$ cat config.mk
export PLATFORM = sky130hd
export DESIGN_NAME = sseg_refresh_ctrl_flat
export DESIGN_NICKNAME = d
export VERILOG_FILES = /design/src/rtl/sseg_refresh_if.sv /design/src/rtl/sseg_refresh_ctrl.sv /design/src/flat_wrapper.sv
export SDC_FILE = /design/constraint.sdc
export NUM_CORES = 1
export LEC_CHECK = 0
export CAP_MARGIN = 0
export CELL_PAD_IN_SITES_DETAIL_PLACEMENT = 1
export CELL_PAD_IN_SITES_GLOBAL_PLACEMENT = 2
export CORE_UTILIZATION = 38
export DETAILED_ROUTE_END_ITERATION = 12
export PLACE_DENSITY_LB_ADDON = 0.25
export SLEW_MARGIN = 25
export SYNTH_ARGS = -nofsm -noshare
export SYNTH_HDL_FRONTEND = slang
export SYNTH_SLANG_ARGS = --single-unit
$ cat constraint.sdc
create_clock -name clk -period 1.93 [get_ports clk]
set_input_delay 0.386 -clock clk [delete_from_list [all_inputs] [get_ports clk]]
set_output_delay 0.386 -clock clk [all_outputs]
set_load 0.02 [all_outputs]
$ cat src/rtl/sseg_refresh_if.sv
// Bus bundle between the CPU-side writer and the 7-segment frame controller.
interface sseg_refresh_if;
  logic        wr_en;
  logic [1:0]  wr_sel;
  logic [31:0] wr_data;
  logic [31:0] Hexs;
  logic [7:0]  LES;
  logic [7:0]  point;
  logic        flash;
  logic        Start;
  logic        busy;

  modport master (
    output wr_en, wr_sel, wr_data,
    input  Hexs, LES, point, flash, Start, busy
  );

  modport slave (
    input  wr_en, wr_sel, wr_data,
    output Hexs, LES, point, flash, Start, busy
  );
endinterface

$ cat src/rtl/sseg_refresh_ctrl.sv
// Frame controller for the serial 7-segment path: shadows bus writes,
// generates the flash square wave, and launches one frozen frame per
// Start pulse whenever content changes, flash toggles or refresh ticks.
module sseg_refresh_ctrl #(
  parameter int SHIFT_CYCLES = 160,
  parameter int FLASH_DIV    = 25000000,
  parameter int REFRESH_DIV  = 1000000
) (
  input  logic      clk,
  input  logic      rst_n,
  sseg_refresh_if.slave bus
);

  localparam int HOLD_W  = (SHIFT_CYCLES > 1) ? $clog2(SHIFT_CYCLES) : 1;
  localparam int FLASH_W = $clog2(FLASH_DIV);
  localparam int REFR_W  = $clog2(REFRESH_DIV);

  localparam logic [HOLD_W-1:0]  HOLD_LOAD = HOLD_W'(SHIFT_CYCLES - 1);
  localparam logic [FLASH_W-1:0] FLASH_TOP = FLASH_W'(FLASH_DIV - 1);
  localparam logic [REFR_W-1:0]  REFR_TOP  = REFR_W'(REFRESH_DIV - 1);

  typedef enum logic [1:0] {IDLE, SEND, HOLD} state_t;

  state_t r_state;
  state_t w_state_n;

  logic [31:0]        r_sh_hexs;
  logic [7:0]         r_sh_les;
  logic [7:0]         r_sh_point;
  logic [31:0]        r_hexs;
  logic [7:0]         r_les;
  logic [7:0]         r_point;
  logic               r_flash;
  logic               r_start;
  logic               r_busy;
  logic               r_dirty;
  logic [FLASH_W-1:0] r_flash_cnt;
  logic [REFR_W-1:0]  r_refr_cnt;
  logic [HOLD_W-1:0]  r_hold_cnt;

  logic w_flash_wrap;
  logic w_refr_wrap;
  logic w_dirty_set;
  logic w_snapshot;
  logic w_hold_load;
  logic w_hold_dec;
  logic w_frame_done;

  assign w_flash_wrap = (r_flash_cnt == FLASH_TOP);
  assign w_refr_wrap  = (r_refr_cnt == REFR_TOP);
  assign w_dirty_set  = bus.wr_en | w_flash_wrap | w_refr_wrap;

  // Shadow registers: every write lands here regardless of FSM state
  always_ff @(posedge clk or negedge rst_n) begin
    if (!rst_n) begin
      r_sh_hexs  <= '0;
      r_sh_les   <= '0;
      r_sh_point <= '0;
    end else if (bus.wr_en) begin
      case (bus.wr_sel)
        2'd0:    r_sh_hexs  <= bus.wr_data;
        2'd1:    r_sh_les   <= bus.wr_data[7:0];
        2'd2:    r_sh_point <= bus.wr_data[7:0];
        default: ;
      endcase
    end
  end

  // Flash half-period divider and square wave
  always_ff @(posedge clk or negedge rst_n) begin
    if (!rst_n) begin
      r_flash_cnt <= '0;
      r_flash     <= 1'b0;
    end else if (w_flash_wrap) begin
      r_flash_cnt <= '0;
      r_flash     <= ~r_flash;
    end else begin
      r_flash_cnt <= r_flash_cnt + 1'b1;
    end
  end

  // Unconditional refresh tick divider
  always_ff @(posedge clk or negedge rst_n) begin
    if (!rst_n) begin
      r_refr_cnt <= '0;
    end else if (w_refr_wrap) begin
      r_refr_cnt <= '0;
    end else begin
      r_refr_cnt <= r_refr_cnt + 1'b1;
    end
  end

  // Pending-frame flag; a new dirty source beats the snapshot clear
  always_ff @(posedge clk or negedge rst_n) begin
    if (!rst_n) begin
      r_dirty <= 1'b1;
    end else if (w_dirty_set) begin
      r_dirty <= 1'b1;
    end else if (w_snapshot) begin
      r_dirty <= 1'b0;
    end
  end

  // FSM state register
  always_ff @(posedge clk or negedge rst_n) begin
    if (!rst_n) begin
      r_state <= IDLE;
    end else begin
      r_state <= w_state_n;
    end
  end

  // FSM next-state and per-edge control strobes
  always_comb begin
    w_state_n    = r_state;
    w_snapshot   = 1'b0;
    w_hold_load  = 1'b0;
    w_hold_dec   = 1'b0;
    w_frame_done = 1'b0;
    case (r_state)
      IDLE: begin
        if (r_dirty) begin
          w_state_n  = SEND;
          w_snapshot = 1'b1;
        end
      end
      SEND: begin
        w_state_n   = HOLD;
        w_hold_load = 1'b1;
      end
      HOLD: begin
        if (r_hold_cnt == '0) begin
          w_state_n    = IDLE;
          w_frame_done = 1'b1;
        end else begin
          w_hold_dec = 1'b1;
        end
      end
      default: w_state_n = IDLE;
    endcase
  end

  // Hold window counter
  always_ff @(posedge clk or negedge rst_n) begin
    if (!rst_n) begin
      r_hold_cnt <= '0;
    end else if (w_hold_load) begin
      r_hold_cnt <= HOLD_LOAD;
    end else if (w_hold_dec) begin
      r_hold_cnt <= r_hold_cnt - 1'b1;
    end
  end

  // Frame outputs: snapshot shadows, pulse Start, track busy
  always_ff @(posedge clk or negedge rst_n) begin
    if (!rst_n) begin
      r_hexs  <= '0;
      r_les   <= '0;
      r_point <= '0;
      r_start <= 1'b0;
      r_busy  <= 1'b0;
    end else begin
      r_start <= w_snapshot;
      if (w_snapshot) begin
        r_hexs  <= r_sh_hexs;
        r_les   <= r_sh_les;
        r_point <= r_sh_point;
        r_busy  <= 1'b1;
      end else if (w_frame_done) begin
        r_busy  <= 1'b0;
      end
    end
  end

  assign bus.Hexs  = r_hexs;
  assign bus.LES   = r_les;
  assign bus.point = r_point;
  assign bus.flash = r_flash;
  assign bus.Start = r_start;
  assign bus.busy  = r_busy;

endmodule
$ cat src/flat_wrapper.sv
// flat-port wrapper written by rule: the top's interface ports become plain ports
module sseg_refresh_ctrl_flat 
#(
  parameter int SHIFT_CYCLES = 160,
  parameter int FLASH_DIV    = 25000000,
  parameter int REFRESH_DIV  = 1000000
)
  (clk, rst_n, bus_wr_en, bus_wr_sel, bus_wr_data, bus_Hexs, bus_LES, bus_point, bus_flash, bus_Start, bus_busy);
  sseg_refresh_if bus_i ();
  input  logic clk;
  input  logic rst_n;
  input wire logic [$bits(bus_i.wr_en)-1:0] bus_wr_en;
  input wire logic [$bits(bus_i.wr_sel)-1:0] bus_wr_sel;
  input wire logic [$bits(bus_i.wr_data)-1:0] bus_wr_data;
  output wire logic [$bits(bus_i.Hexs)-1:0] bus_Hexs;
  output wire logic [$bits(bus_i.LES)-1:0] bus_LES;
  output wire logic [$bits(bus_i.point)-1:0] bus_point;
  output wire logic [$bits(bus_i.flash)-1:0] bus_flash;
  output wire logic [$bits(bus_i.Start)-1:0] bus_Start;
  output wire logic [$bits(bus_i.busy)-1:0] bus_busy;
  assign bus_i.wr_en = bus_wr_en;
  assign bus_i.wr_sel = bus_wr_sel;
  assign bus_i.wr_data = bus_wr_data;
  assign bus_Hexs = bus_i.Hexs;
  assign bus_LES = bus_i.LES;
  assign bus_point = bus_i.point;
  assign bus_flash = bus_i.flash;
  assign bus_Start = bus_i.Start;
  assign bus_busy = bus_i.busy;
  sseg_refresh_ctrl #(.SHIFT_CYCLES(SHIFT_CYCLES), .FLASH_DIV(FLASH_DIV), .REFRESH_DIV(REFRESH_DIV)) u_core (.clk(clk), .rst_n(rst_n), .bus(bus_i));
endmodule
# [Yosys cells after proc, flatten, opt, wreduce, memory -nomap -nowiden]
# Index checks and enable logic that the tools add are counted.
[word_totals] output_inout_bits=51 in_bits=37 reg_bits=155
[classes] n_mux=18 add_sub_neg=3 bitwise=3 n_eq_ne=8 reduce_logical=10
[op_table] cell="$add 25x1->25 const B" n=1
[op_table] cell="$eq 25x25->1 const B" n=1
[op_table] cell="$mux 25" n=1
[op_table] cell="$add 20x1->20 const B" n=1
[op_table] cell="$eq 20x20->1 const B" n=1
[op_table] cell="$mux 20" n=1
[op_table] cell="$mux 8" n=2
[op_table] cell="$mux 1" n=11
[op_table] cell="$logic_not 8->1" n=1
[op_table] cell="$reduce_and 2->1" n=4
[op_table] cell="$sub 8x1->8 const B" n=1
[op_table] cell="$pmux 2 s3" n=1
[op_table] cell="$reduce_bool 2->1" n=3
[op_table] cell="$eq 2x1->1 const B" n=2
[op_table] cell="$eq 2x2->1 const B" n=2
[op_table] cell="$logic_not 2->1" n=2
[op_table] cell="$mux 2" n=2
[op_table] cell="$ne 2x1->1 const B" n=2
[op_table] cell="$or 1x1->1" n=2
[op_table] cell="$not 1->1" n=1

# [Depth between registers and ports, before layout]
# Gate-level depths: netlist (run 1).
[depth] depth_word=5 ltp_mapped=7 mapped_depth_nobuf=7

# [Worst setup path before layout (run 1)]
# Ideal clock, no wire load.
[synth_path] path_kind="reg-to-reg" from="reg u_core.r_flash_cnt[0]" to="reg u_core.r_flash_cnt[5]" synth_period_minus_slack_ps=1786 stages_incl_launch_ff=8 required_time_ps=1811 setup_slack_ps=144 n_path_buf=2 t_arrival_ps=1668 setup_ps=119 path_cell_list="dfrtp_1 ha_1 nand2_1 or2_1 buf_2 nor4_4 buf_4 nor2_1"
[synth_via] elab_chain_len=2 elab_cells_between_ends=3 classes_between="add/sub (1); eq/ne (1); mux (1)"
[synth_lines] element="from (decl)" line_no="sseg_refresh_ctrl.sv:37" text="logic [FLASH_W-1:0] r_flash_cnt;"
[synth_lines] element="from (signal assigned)" line_no="sseg_refresh_ctrl.sv:78" text="r_flash_cnt <= r_flash_cnt + 1'b1;"
[synth_lines] element="$add 25x1->25 or $eq 25x25->1 (tied branches)" line_no="sseg_refresh_ctrl.sv:78, sseg_refresh_ctrl.sv:49"
[synth_lines] element="$mux 25 *" line_no="sseg_refresh_ctrl.sv:74" text="end else if (w_flash_wrap) begin"
# Every way passes the cells marked *; elsewhere a longest branch is shown, timed or not.
# A chain may end at the register's enable or synchronous reset.

# [Final worst setup path (run 1)]
[layout_path] from="reg u_core.r_hexs[5] (netlist: u_core.bus.Hexs[5])" to="out bus_Hexs[5]"
[layout_lines] element="from (decl)" line_no="sseg_refresh_ctrl.sv:30" text="logic [31:0] r_hexs;"
[layout_lines] element="from (signal assigned)" line_no="sseg_refresh_ctrl.sv:165" text="r_hexs <= r_sh_hexs;"
[layout_lines] element="to (decl)" line_no="flat_wrapper.sv:15" text="output wire logic [$bits(bus_i.Hexs)-1:0] bus_Hexs;"
# No word-level cell between the ends.

==> metrics.cfg, run 1 <==
[clock_tree]
cts_inserted_buffers = 17
clkTransAtPathRegs_ns = 0.07
clkLatencyLatePin_ns = 0.42
cts_max_path_buffers = 2
htree_num_levels = 4
cts_root_buf = clkbuf_16
cts_tree = built
post_cts.repair.setup_buffers = 0
clock_sinks = 155

[worst_setup_path]
slowest_stage = clkdlybuf4s50_1
path_max_fanout = 2
critical_path_class = reg2out
endpoint_kind = output port
critPathTopFamily = buffers and inverters
slowest_delay_ns = 0.64
reg2reg_from = u_core.r_flash_cnt[9]
r2r_cells = 6
worstPathArrival_ns = 1.48
reg2reg_slack_ns = 0.13
critPathBufInv = 1
crit_chain = clkdlybuf4s50_1
cp-start-kind = flop
r2r-end = u_core.r_flash_cnt[21]
crit_required_ns = 1.54

[placed_design]
post-dp-hpwl_mm = 9.39
dp_cells = 783
portBuffers = 87
dp_slack_ns = -0.0297
gp_congestion = 0.742

[floorplan]
die_w_microns = 131
start_util = 0.394
ioPinCount = 88
rows = 46
fp.dieH_microns = 131
core_area_sq_um = 16100
die_area_sq_um = 17200

[drt]
first_pass_iters = 4
drcViolationCount = 0
drt-initial-drc-count = 108
vias = 4024
postRouteAntennaNets = 0
detail_route.wirelength_mm = 13.6
via_per_inst = 4.94
wire_per_inst_microns = 16.6

[layout]
seqCellArea_sq_um = 3880
fin_cells = 815
n_fill_cell = 1619
post-route-util = 0.515
antenna_cells = 0
final_nets = 628
mostFrequentLayoutCells = dfrtp_1 (154), mux2_2 (96), clkdlybuf4s50_1 (86)
final_common_cell = dfrtp_1
multi_input_area_sq_um = 2390
drive_gt1_frac = 0.284
area_delta_synth_final_pct = 30.6

[logic_synthesis]
synth_compound_area_frac = 0.0138
syn_area_sq_um = 6330
yosys.area_share.simple = 0.124
yosys.area.top_type_share = 0.608
synthAdderAreaFrac = 0.00790
ys.warnings.count = 0
synthMuxAreaShare = 0.172
syn-num-nets = 506
synthXorXnorAreaFrac = 0.0567
ys_ff_latch = 155
syn_avg_cell_area_sq_um = 13.6
synthTopCellsByArea = dfrtp_1 (61%), mux2_2 (17%), xor2_1 (3.3%)
yosysSeqAreaShare = 0.613
ys_types = 41
netlist.top_cell.by_area = dfrtp_1
syn_inst = 465
synth_top_family_by_area = multiplexers

[global_routing]
grt_antenna_before_repair = 1
grt_overflow_total = 0
grt_max_degree = 49
grt_first_pass_wirelength_mm = 23.2
grt_usage = 0.173
grt_pass1_vias = 4590

[run_status]
outcome = completed

[pwr]
swShare = 0.232
p_per_area_nw_per_um2 = 864
p_int_uw = 5490
switchingPower_uw = 1660
p_seq_frac = 0.500
peakVddDrop_v = 0.000613
cellLeakagePower_uw = 0.00367
clkPwrFrac = 0.430
p_total_uw = 7150
power_frac_comb = 0.070

[sta]
tightest_slew_ns = 0.442
relSlewSlack = 0.705
setup_violations = 0
fin_crit_sh = 0.965
hold_viol_final = 0
finalCriticalPeriod_ns = 1.86
clock-skew-final_ns = 0.00657
slew_viol_final = 0
layout_setup_ws_ns = 0.0668
max_freq_mhz = 537

[flow_run]
drv_cap = 0

[hold_path]
min_path_type = in2async

==> state kept, by name, summed over array words and instances, names as in the netlist <==
register	count
u_core.bus.flash	1
u_core.bus.Hexs	32
u_core.r_sh_les	8
u_core.r_refr_cnt	20
u_core.bus.LES	8
u_core.bus.Start	1
u_core.r_flash_cnt	25
u_core.r_sh_hexs	32
u_core.bus.point	8
u_core.bus.busy	1
u_core.r_dirty	1
u_core.r_state	2
u_core.r_sh_point	8
u_core.r_hold_cnt	8
==> layer usage <==
layer	wire (microns)	share of wire	vias to the layer above	track usage
met5	0	0	-	0
met4	157	0.012	0	0.0549
met3	979	0.072	17	0.0779
met2	6660	0.49	72	0.284
met1	5760	0.42	2067	0.200
li1	-	-	1868	-
==> cell families (layout without fill, tap and decap cells) <==
kind of cell | after synthesis | after routing
fa+ha+maj | 4 | 4
simple gates | 136 | 136
flops | 155 | 155
xor+xnor | 41 | 41
mux | 97 | 97
compound gates | 15 | 15
buf+inv | 17 | 151
==> repair_timing <==
item,in CTS,in global routing
resized for setup,0,2
hold endpoints to repair,38,0
endpoints found under the setup margin,0,12
hold buffers,1,0
==> power groups by stage <==
stage	sequential (uW)	clock, uW	combinational, uW
6_report	3570	3080	500
5_1_grt	3600	3320	548
4_1_cts	3570	3180	514
3_5_place_dp	3630	0	509
3_3_place_gp	3610	0	488
2_1_floorplan	3630	0	214
==> synth_stat cells (all sizes together) <==
| library cell | instances |
|---|---|
| a211oi | 2 |
| a21oi | 3 |
| a221o | 1 |
| a31oi | 2 |
| and3 | 6 |
| and4 | 3 |
| buf | 11 |
| clkbuf | 2 |
| dfrtp | 154 |
| dfstp | 1 |
| ha | 4 |
| inv | 4 |
| mux2 | 96 |
| mux2i | 1 |
| nand2 | 22 |
| nand2b | 5 |
| nand3 | 20 |
| nand3b | 7 |
| nand4 | 9 |
| nand4b | 1 |
| nor2 | 34 |
| nor2b | 4 |
| nor3 | 5 |
| nor3b | 3 |
| nor4 | 7 |
| nor4b | 2 |
| o21ai | 7 |
| or2 | 2 |
| or3 | 1 |
| or4 | 2 |
| or4b | 3 |
| xnor2 | 17 |
| xor2 | 24 |
==> through the flow <==
step / hold slack, ns / TNS (ns) / area, sq um
6_report: 0.470 / 0 / 8270
5_1_grt: 0.488 / -0.0478 / 8270
4_1_cts: 0.468 / 0 / 8260
3_5_place_dp: 0.348 / -0.532 / 7700
3_3_place_gp: 0.343 / -0.754 / 7700
2_1_floorplan: 0.0904 / 0 / 6330
==> how the worst max path moves through the flow <==
| stage | from | end | slack (ns) | cells past startpoint |
|---|---|---|---|---|
| finish | u_core.bus.Hexs[5] | bus_Hexs[5] | 0.07 | 1 |
| global route | u_core.r_flash_cnt[9] | u_core.r_flash_cnt[21] | -0.02 | 6 |
| CTS | u_core.bus.Hexs[5] | bus_Hexs[5] | 0.02 | 1 |
| detailed placement | bus_wr_en | u_core.r_sh_hexs[23] | -0.03 | 4 |
| global placement | bus_wr_en | u_core.r_sh_hexs[13] | -0.03 | 4 |
| floorplan | u_core.r_flash_cnt[0] | u_core.r_flash_cnt[5] | 0.14 | 7 |
==> cell type report <==
class / count / share of cell area
Tap cell: 216 / 0.0327
Sequential cell: 155 / 0.469
Inverter: 4 / 0.00182
Multi-Input combinational cell: 293 / 0.289
Clock buffer: 20 / 0.0552
Timing Repair Buffer: 116 / 0.141
Clock inverter: 11 / 0.0110
Note: power is estimated with default switching activity, not from simulation.
==> inputs of run 2 (changes only) <==
CORE_MARGIN = 5   (was default)
RECOVER_POWER = 25   (was default)
==> metrics.cfg, run 2 (same netlist as run 1, synthesis figures left out) <==
[drt]
detail_route.wirelength_mm = 14.0  ; +2.9%
via_per_inst = 4.94  ; about the same
wire_per_inst_microns = 17.0  ; +2.4%
drt-initial-drc-count = 167  ; +55%
vias = 4047  ; +0.57%
first_pass_iters = 4  ; unchanged
drcViolationCount = 0  ; unchanged
postRouteAntennaNets = 0  ; unchanged

[layout]
mostFrequentLayoutCells = dfrtp_1 (154), mux2_2 (96), clkdlybuf4s50_1 (86)
drive_gt1_frac = 0.287  ; +0.00334
final_common_cell = dfrtp_1
final_nets = 627  ; -0.16%
antenna_cells = 0  ; unchanged
area_delta_synth_final_pct = 30.6  ; about the same

[sta]
totalNegativeSetupSlack_ns = 0  ; unchanged
setup_violations = 0  ; unchanged
rsz0062_at_grt = false
layout_setup_ws_ns = 0.100  ; +0.0336 ns
fin_crit_sh = 0.948  ; -0.0174
tightest_slew_ns = 0.925  ; +0.483 ns
max_freq_mhz = 547  ; +1.8%
clock-skew-final_ns = 0.0164  ; +0.00980 ns
relSlewSlack = 0.383  ; -0.322
slew_viol_final = 0  ; unchanged
hold_viol_final = 0  ; unchanged
finalCriticalPeriod_ns = 1.83  ; -0.0336 ns

[pwr]
power_frac_comb = 0.068  ; -0.002
p_seq_frac = 0.491  ; -0.009
swShare = 0.248  ; +0.0157
p_int_uw = 5480  ; -0.24%
p_per_area_nw_per_um2 = 880  ; +1.8%
cellLeakagePower_uw = 0.00368  ; +0.21%
switchingPower_uw = 1800  ; +8.7%
clkPwrFrac = 0.441  ; +0.011
peakVddDrop_v = 0.000640  ; +4.4%

[clock_tree]
cts_max_path_buffers = 2  ; unchanged
clkLatencyLatePin_ns = 0.42  ; about the same
htree_num_levels = 4  ; unchanged
cts_inserted_buffers = 17  ; unchanged
cts_tree = built
cts_root_buf = clkbuf_16
clock_sinks = 155  ; unchanged
post_cts.repair.setup_buffers = 0  ; unchanged
clkTransAtPathRegs_ns = 0.07  ; about the same

[worst_setup_path]
slowest_delay_ns = 0.63  ; about the same
r2r_cells = 7  ; +1
reg2reg_slack_ns = 0.15  ; +0.02 ns
crit_required_ns = 1.54  ; about the same
r2r-end = u_core.r_refr_cnt[15]
critical_path_class = reg2out
crit_chain = clkdlybuf4s50_1
worstPathArrival_ns = 1.44  ; -0.04 ns
endpoint_kind = output port
reg2reg_from = u_core.r_refr_cnt[6]
critPathBufInv = 1  ; unchanged
path_max_fanout = 2  ; unchanged
cp-start-kind = flop
critPathTopFamily = buffers and inverters
slowest_stage = clkdlybuf4s50_1

[floorplan]
die_area_sq_um = 19300  ; +13%
die_w_microns = 139  ; +6.1%
ioPinCount = 88  ; unchanged
core_area_sq_um = 16500  ; +2.5%
fp.dieH_microns = 139  ; +6.1%
start_util = 0.385  ; -0.00977
rows = 47  ; +2.2%

[global_routing]
grt_pass1_vias = 4717  ; +2.8%
grt_antenna_before_repair = 0  ; -1
grt_max_degree = 50  ; +2.0%
grt_overflow_total = 0  ; unchanged
grt_usage = 0.153  ; -0.0202
grt_first_pass_wirelength_mm = 23.8  ; +2.5%

[flow_run]
drv_cap = 0  ; unchanged

[hold_path]
min_path_type = in2async

[placed_design]
portBuffers = 87  ; unchanged
gp_congestion = 0.739  ; -0.34%
post-dp-hpwl_mm = 9.63  ; +2.6%
dp_slack_ns = -0.0395  ; -0.00973 ns

[run_status]
outcome = completed

-- run 2: timing repair --
item | in CTS | in global routing
hold endpoints to repair | 19 | 0
gates resized for setup | 1 | 4
setup endpoints to repair | 1 | 5
hold buffers | 1 | 0
pin swaps | 0 | 1
-- run 2: worst max path at each step --
| stage | startpoint | end | depth (start not counted) |
|---|---|---|---|
| after floorplan | u_core.r_flash_cnt[0] | u_core.r_flash_cnt[5] | 7 |
| after global placement | bus_wr_en | u_core.r_sh_hexs[23] | 4 |
| after detailed placement | bus_wr_en | u_core.r_sh_hexs[4] | 4 |
| after CTS | u_core.bus.point[2] | bus_point[2] | 1 |
| after global routing | u_core.r_refr_cnt[6] | u_core.r_refr_cnt[15] | 7 |
| final | u_core.bus.point[2] | bus_point[2] | 1 |
-- run 2: power by group through the flow --
stage | Clock [uW] | Combinational, uW | Sequential [uW]
after floorplan | 0 | 214 | 3630
after global placement | 0 | 487 | 3620
after detailed placement | 0 | 508 | 3630
after CTS | 3310 | 516 | 3580
after global routing | 3450 | 543 | 3600
final | 3210 | 493 | 3580
-- run 2: area by class of cell --
class	instances	area (sq um)
fill	1691	8190
sequential	155	3880
timing repair buffer	115	1140
inverter	4	15.0
multi-input combinational	293	2400
clock inverter	15	143
tap	220	275
clock buffer	17	425
-- run 2: per-stage QoR --
| step | instance area, sq um | power (uW) | hold WS, ns | instances | util |
|---|---|---|---|---|---|
| finish | 8270 | 7280 | 0.366 | 819 | 0.502 |
| global route | 8270 | 7590 | 0.389 | 819 | 0.502 |
| CTS | 8280 | 7410 | 0.371 | 819 | 0.503 |
| detailed placement | 7700 | 4140 | 0.251 | 786 | 0.468 |
| global placement | 7700 | 4100 | 0.248 | 786 | 0.468 |
| floorplan | 6330 | 3840 | 0.0904 | 465 | - |
-- run 2: routing by layer --
metal / track usage / share of wire / vias up
met2: 0.253 / 0.49 / 71
met1: 0.183 / 0.43 / 2082
met5: 0 / 0 / -
li1: - / - / 1883
met4: 0.0469 / 0.013 / 0
met3: 0.0621 / 0.066 / 11
